### src/rtl/msdap_serial_rx.sv
// -----------------------------------------------------------------------------
// msdap_serial_rx
// Bit-serial input front end for the MSDAP stereo FIR core.
// Dclk/Frame/InputL/InputR are synchronised into the Sclk domain. The block
// assembles 16-bit left/right words, MSB first, on Dclk falling edges. Each
// completed word pair is issued with a one-cycle WordValid strobe. WordType
// and Index say where the pair sits in the Rj -> coefficient -> data load
// sequence.
// Optional feature: define ZERO_DETECT_EN to enable the zero-run Sleep
// detector. When it is undefined, Sleep is tied low. The port list is the
// same in both builds.
// -----------------------------------------------------------------------------
module msdap_serial_rx #(
    parameter int WORD_W      = 16,
    parameter int NUM_RJ      = 16,
    parameter int NUM_COEF    = 512,
    parameter int SYNC_STAGES = 2,
    parameter int ZERO_RUN    = 800
) (
    input  logic              Sclk,
    input  logic              Reset_n,
    input  logic              Start,
    input  logic              Dclk,
    input  logic              Frame,
    input  logic              InputL,
    input  logic              InputR,
    output logic [WORD_W-1:0] WordL,
    output logic [WORD_W-1:0] WordR,
    output logic              WordValid,
    output logic [1:0]        WordType,
    output logic [8:0]        Index,
    output logic              FrameErr,
    output logic              Sleep
);

    localparam int              BC_W     = $clog2(WORD_W + 1);
    localparam logic [BC_W-1:0] BC_FULL  = BC_W'(WORD_W);
    localparam logic [BC_W-1:0] BC_LAST  = BC_W'(WORD_W - 1);
    localparam logic [8:0]      RJ_LAST  = 9'(NUM_RJ - 1);
    localparam logic [8:0]      COEF_LAST = 9'(NUM_COEF - 1);

    typedef enum logic [1:0] {
        PH_RJ   = 2'b00,
        PH_COEF = 2'b01,
        PH_DATA = 2'b10
    } phase_t;

    // ------------------------------------------------------------------
    // Input synchroniser: all four serial lines move through the chain
    // together, so Frame and data stay aligned with the Dclk they belong to.
    // ------------------------------------------------------------------
    logic [3:0] sync_out;

    genvar gi;
    generate
        for (gi = 0; gi < SYNC_STAGES; gi++) begin : g_sync
            logic [3:0] stage_q;
            if (gi == 0) begin : g_first
                // First stage captures the raw asynchronous lines.
                always_ff @(posedge Sclk or negedge Reset_n) begin
                    if (!Reset_n) stage_q <= '0;
                    else          stage_q <= {Dclk, Frame, InputL, InputR};
                end
            end else begin : g_next
                // Later stages move the previous stage along.
                always_ff @(posedge Sclk or negedge Reset_n) begin
                    if (!Reset_n) stage_q <= '0;
                    else          stage_q <= g_sync[gi-1].stage_q;
                end
            end
        end
    endgenerate

    assign sync_out = g_sync[SYNC_STAGES-1].stage_q;

    logic dclk_s, frame_s, in_l_s, in_r_s;
    assign {dclk_s, frame_s, in_l_s, in_r_s} = sync_out;

    logic dclk_prev_q;
    logic strobe;

    // Remember the synced Dclk level so that a falling edge can be detected.
    always_ff @(posedge Sclk or negedge Reset_n) begin
        if (!Reset_n) dclk_prev_q <= 1'b0;
        else          dclk_prev_q <= dclk_s;
    end

    // Source data changes on Dclk rising edges. The falling edge is the
    // mid-bit point where the data is stable.
    assign strobe = dclk_prev_q & ~dclk_s;

    // ------------------------------------------------------------------
    // Word assembly and phase FSM
    // ------------------------------------------------------------------
    logic [BC_W-1:0]   bc_q, bc_d;
    logic [WORD_W-1:0] shl_q, shl_d, shr_q, shr_d;
    logic [WORD_W-1:0] word_l_q, word_l_d, word_r_q, word_r_d;
    logic              valid_q, valid_d;
    logic              ferr_q, ferr_d;
    phase_t            phase_q, phase_d;
    logic [8:0]        index_q, index_d;
    logic              bc_mid;

    // A bit count of 1..WORD_W-1 means a word is partly assembled.
    assign bc_mid = (bc_q != '0) && (bc_q != BC_FULL);

    // State register for the assembler and the load-phase FSM.
    always_ff @(posedge Sclk or negedge Reset_n) begin
        if (!Reset_n) begin
            bc_q     <= '0;
            shl_q    <= '0;
            shr_q    <= '0;
            word_l_q <= '0;
            word_r_q <= '0;
            valid_q  <= 1'b0;
            ferr_q   <= 1'b0;
            phase_q  <= PH_RJ;
            index_q  <= '0;
        end else begin
            bc_q     <= bc_d;
            shl_q    <= shl_d;
            shr_q    <= shr_d;
            word_l_q <= word_l_d;
            word_r_q <= word_r_d;
            valid_q  <= valid_d;
            ferr_q   <= ferr_d;
            phase_q  <= phase_d;
            index_q  <= index_d;
        end
    end

    // Next state: Start has priority over everything else. The index
    // advances one cycle after issue, so each word carries its own index.
    always_comb begin
        bc_d     = bc_q;
        shl_d    = shl_q;
        shr_d    = shr_q;
        word_l_d = word_l_q;
        word_r_d = word_r_q;
        valid_d  = 1'b0;
        ferr_d   = ferr_q;
        phase_d  = phase_q;
        index_d  = index_q;

        if (Start) begin
            phase_d = PH_RJ;
            index_d = '0;
            bc_d    = '0;
            shl_d   = '0;
            shr_d   = '0;
            ferr_d  = 1'b0;
        end else begin
            if (valid_q) begin
                case (phase_q)
                    PH_RJ: begin
                        if (index_q == RJ_LAST) begin
                            phase_d = PH_COEF;
                            index_d = '0;
                        end else begin
                            index_d = index_q + 9'd1;
                        end
                    end
                    PH_COEF: begin
                        if (index_q == COEF_LAST) begin
                            phase_d = PH_DATA;
                            index_d = '0;
                        end else begin
                            index_d = index_q + 9'd1;
                        end
                    end
                    default: begin
                        // Data phase is terminal. The 9-bit index wraps 511 -> 0.
                        phase_d = PH_DATA;
                        index_d = index_q + 9'd1;
                    end
                endcase
            end

            if (strobe) begin
                if (frame_s) begin
                    // A new frame restarts assembly. A partial word is lost.
                    shl_d = {{(WORD_W-1){1'b0}}, in_l_s};
                    shr_d = {{(WORD_W-1){1'b0}}, in_r_s};
                    bc_d  = BC_W'(1);
                    if (bc_mid) ferr_d = 1'b1;
                end else if (bc_mid) begin
                    shl_d = {shl_q[WORD_W-2:0], in_l_s};
                    shr_d = {shr_q[WORD_W-2:0], in_r_s};
                    bc_d  = bc_q + 1'b1;
                    if (bc_q == BC_LAST) begin
                        word_l_d = {shl_q[WORD_W-2:0], in_l_s};
                        word_r_d = {shr_q[WORD_W-2:0], in_r_s};
                        valid_d  = 1'b1;
                    end
                end
            end
        end
    end

    assign WordL     = word_l_q;
    assign WordR     = word_r_q;
    assign WordValid = valid_q;
    assign WordType  = phase_q;
    assign Index     = index_q;
    assign FrameErr  = ferr_q;

    // ------------------------------------------------------------------
    // Zero-run detector
    // ------------------------------------------------------------------
`ifdef ZERO_DETECT_EN
    localparam int              ZC_W   = $clog2(ZERO_RUN + 1);
    localparam logic [ZC_W-1:0] ZC_MAX = ZC_W'(ZERO_RUN);

    logic [ZC_W-1:0] zcnt_q, zcnt_d;
    logic            sleep_q, sleep_d;

    // Registers for the saturating zero-word counter and Sleep.
    always_ff @(posedge Sclk or negedge Reset_n) begin
        if (!Reset_n) begin
            zcnt_q  <= '0;
            sleep_q <= 1'b0;
        end else begin
            zcnt_q  <= zcnt_d;
            sleep_q <= sleep_d;
        end
    end

    // Only data words count. Any nonzero data word clears the run.
    always_comb begin
        zcnt_d  = zcnt_q;
        sleep_d = sleep_q;
        if (Start) begin
            zcnt_d  = '0;
            sleep_d = 1'b0;
        end else if (valid_q && (phase_q == PH_DATA)) begin
            if ((word_l_q == '0) && (word_r_q == '0)) begin
                if (zcnt_q != ZC_MAX) zcnt_d = zcnt_q + 1'b1;
                if (zcnt_q >= ZC_MAX - 1'b1) sleep_d = 1'b1;
            end else begin
                zcnt_d  = '0;
                sleep_d = 1'b0;
            end
        end
    end

    assign Sleep = sleep_q;
`else
    // The run length matters only when the detector is built in.
    if (ZERO_RUN < 1) begin : g_zero_run_unused
    end

    assign Sleep = 1'b0;
`endif

endmodule
### config.mk
export PLATFORM = sky130hd
export DESIGN_NAME = msdap_serial_rx
export DESIGN_NICKNAME = d
export VERILOG_FILES = /design/src/rtl/msdap_serial_rx.sv
export SDC_FILE = /design/constraint.sdc
export NUM_CORES = 1
export LEC_CHECK = 0
export CAP_MARGIN = 20
export CORE_ASPECT_RATIO = 1.75
export CORE_MARGIN = 5
export CORE_UTILIZATION = 35
export DETAILED_ROUTE_END_ITERATION = 10
export GPL_TIMING_DRIVEN = 0
export SYNTH_ARGS = -nofsm -noshare
export SYNTH_HDL_FRONTEND = slang
export SYNTH_SLANG_ARGS = --single-unit
export TNS_END_PERCENT = 10
### constraint.sdc
create_clock -name Sclk -period 2.53 [get_ports Sclk]
set_input_delay 0.506 -clock Sclk [delete_from_list [all_inputs] [get_ports Sclk]]
set_output_delay 0.506 -clock Sclk [all_outputs]
set_load 0.005 [all_outputs]
==> flow_metrics.tcl <==
set metrics [dict create \
    placed_area_um2 4180 \
    cp.arrival_ns 2.71 \
    highest_layer "met4" \
    coreArea_um2 9790 \
    ys_ff_latch 89 \
    wl_met1_um 2880 \
    syn_area_per_cell_um2 13.9 \
    post_cts_buffers 0 \
    grt_overflow 0 \
    tns_ns 0 \
    power.share.clock 0.441 \
    root_buffer "clkbuf_16" \
    first_pass_iters 4 \
    synth_area_um2 3490 \
    yosysUniqueCellTypes 40 \
    yosys-top-cells-count "dfrtp_1, a22o_1, mux2_1, o21ai_0" \
    r2r_slack_ns 0.10 \
    post-route-drc-count 0 \
    stdcell_area_um2 4480 \
    dieWidth_um 85.4 \
    synth_top_area_cell "dfrtp_1" \
    ctsLongestPathBuffers 2 \
    p_comb_frac 0.032 \
    setup_viol 0 \
    antenna_found_initial 0 \
    numCtsBuffers 9 \
    port_buffers 51 \
    yosysMostFrequentCell "dfrtp_1" \
    cts_hold_buf 0 \
    grt_pass1_vias 2427 \
    drt-initial-drc-count 91 \
    routed_wl_um 6950 \
    hold_viol 0 \
    p_sw_frac 0.216 \
    clock_latency_ns 0.34 \
    power.leakage_nw 2.13 \
    finalClockSkew_ns 0.00778 \
    die_y_um 142 \
    synth_top_area_share 0.639 \
    rr_startpoint "Index[0]" \
    start_util 0.356 \
    row_count 48 \
    fmax_mhz 412 \
    layout-drive-gt1-share 0.122 \
    route.met3.wl_um 351 \
    r2r_cells 9 \
    syn-num-nets 263 \
    maxCapViolCount 0 \
    dr_wl_met2_um 3590 \
    synth_cells 251 \
    cpMostUsedCell "and3_1" \
    synth_flop_cell "dfrtp_1" \
    place_congestion 0.809 \
    vias 2225 \
    hp-class "input pin to async pin" \
    fin_crit_sh 0.959 \
    hpwl_um 4850 \
    p_per_area_nw_per_um2 613 \
    critical-path-max-stage-delay_ns 0.43 \
    synth-edff-count 0 \
    fin_crit_ns 2.43 \
    power_w 0.00274 \
    cpMaxStageDelayCell "dfrtp_1" \
    path_max_fanout 6 \
    grt_pass1_wl_um 12000 \
    io_pins 53 \
    cp-start-kind "flip-flop" \
    async_reset_ff_frac 1.00 \
    synth-seq-area-share 0.639 \
    antennaDiodeCount 0 \
    clkTransAtPathRegs_ns 0.06 \
    worstPathCellList "ha_2 -> and3_1 -> and3_1 -> and3_1 -> ha_1 -> and3b_1 -> or3_4 -> o21ai_0 -> a21o_1" \
    ir_drop_v 0.000334 \
    fp.dieArea_um2 12100 \
    slew_viol_final 0 \
    p_sw_w 0.000591 \
    cts_tree "built" \
    grt_max_degree 65 \
    status "finished clean" \
    internal_power_w 0.00215 \
    synthTopCellsByArea "dfrtp_1, mux2_1, a22o_1, ha_1, o21ai_0" \
    clock-sinks 89 \
    pwr-share-seq 0.526 \
    ant_nets 0 \
    timing.hold.ws_ns 0.0807 \
    end_kind "flip-flop" \
    vias_per_cell 5.01 \
    htree_levels 3 \
    grt_use_total 0.127 \
    r2r_end "Index[5]" \
    wl_per_cell_um 15.7 \
    area_growth_pct 28.5 \
    crit_type "flip-flop to flip-flop" \
    ys_warn_count 0 \
    final_nets 326 \
    crit_required_ns 2.81 \
]
[state kept, by name, summed over array words and instances (netlist names)]
name            count
g_sync.stage_q      8
bc_q                5
shr_q              15
WordL              16
dclk_prev_q         1
WordR              16
FrameErr            1
shl_q              15
WordValid           1
Index               9
WordType            2
[worst max-delay path: cells and delay by family (launching register included)]
kind | cells | cell delay, ns
DFF | 1 | 0.43
adders and majority gates | 2 | 0.42
AOI/OAI and AO/OA | 2 | 0.32
and+or+nand+nor | 5 | 1.19
[worst max path at each step]
stage / to / start / cells after the start
2_1_floorplan: Index[7] / Index[0] / 9
3_3_place_gp: WordR[5] / Reset_n / 1
3_5_place_dp: Index[7] / Index[0] / 9
4_1_cts: Index[2] / Index[0] / 9
5_1_grt: Index[5] / Index[0] / 9
6_report: Index[5] / Index[0] / 9
[per-stage QoR]
stage | utilization | setup slack, ns | instances
floorplan | - | 0.117 | 251
global placement | 0.424 | -2.26 | 427
detailed placement | 0.427 | -0.256 | 428
CTS | 0.455 | 0.00864 | 444
global route | 0.458 | -0.00640 | 444
finish | 0.458 | 0.103 | 444
[per-layer routing]
metal,up-vias,GRT usage
met5,-,0
met4,0,0.0559
met3,9,0.0417
met2,55,0.208
met1,1109,0.152
li1,1052,-
[power groups by stage]
stage	clock network (W)	registers, W	logic [W]
floorplan	0	0.00147	0.0000367
global placement	0	0.00147	0.0000856
detailed placement	0	0.00147	0.0000920
CTS	0.00126	0.00144	0.0000926
global route	0.00131	0.00144	0.000102
finish	0.00121	0.00144	0.0000889
[cells in the final DEF, fill, tap and decap left out, types with 2 or more instances in the layout]
master / count
o21ai_0: 10
a22o_1: 31
mux2_2: 3
ha_1: 4
clkbuf_1: 5
buf_2: 3
nand2_1: 7
clkdlybuf4s50_1: 50
a32o_1: 2
buf_4: 5
clkbuf_16: 9
nor2_1: 7
a21oi_1: 5
and3_1: 6
a21o_1: 2
nand3_1: 5
dfrtp_1: 89
nor2b_1: 2
inv_1: 7
nor3b_2: 3
nand2b_1: 3
a31oi_1: 4
mux2_1: 29
clkinv_2: 3
[area by class of cell]
cell class / instances / area (um^2)
Fill cell: 892 / 5310
Inverter: 7 / 26.3
Clock inverter: 5 / 31.3
Timing Repair Buffer: 52 / 536
Tap cell: 125 / 156
Clock buffer: 11 / 243
Multi-Input combinational cell: 144 / 1200
Sequential cell: 89 / 2230
Buffer: 11 / 60.1
[cell families (layout without fill, tap and decap cells)]
group	after synthesis	in the layout	synth area share
other cells	1	1	0.00108
compound gates	60	60	0.132
simple gates	46	46	0.0815
mux	32	32	0.103
fa+ha+maj	5	5	0.0179
flops	89	89	0.639
buf+inv	18	86	0.0248
[repair_timing]
item                                    in CTS  in global routing
cloned                                       0                  0
resized for setup                            1                  6
endpoints found under the setup margin       6                  7
No activity file was read; power rests on OpenSTA's default activity.
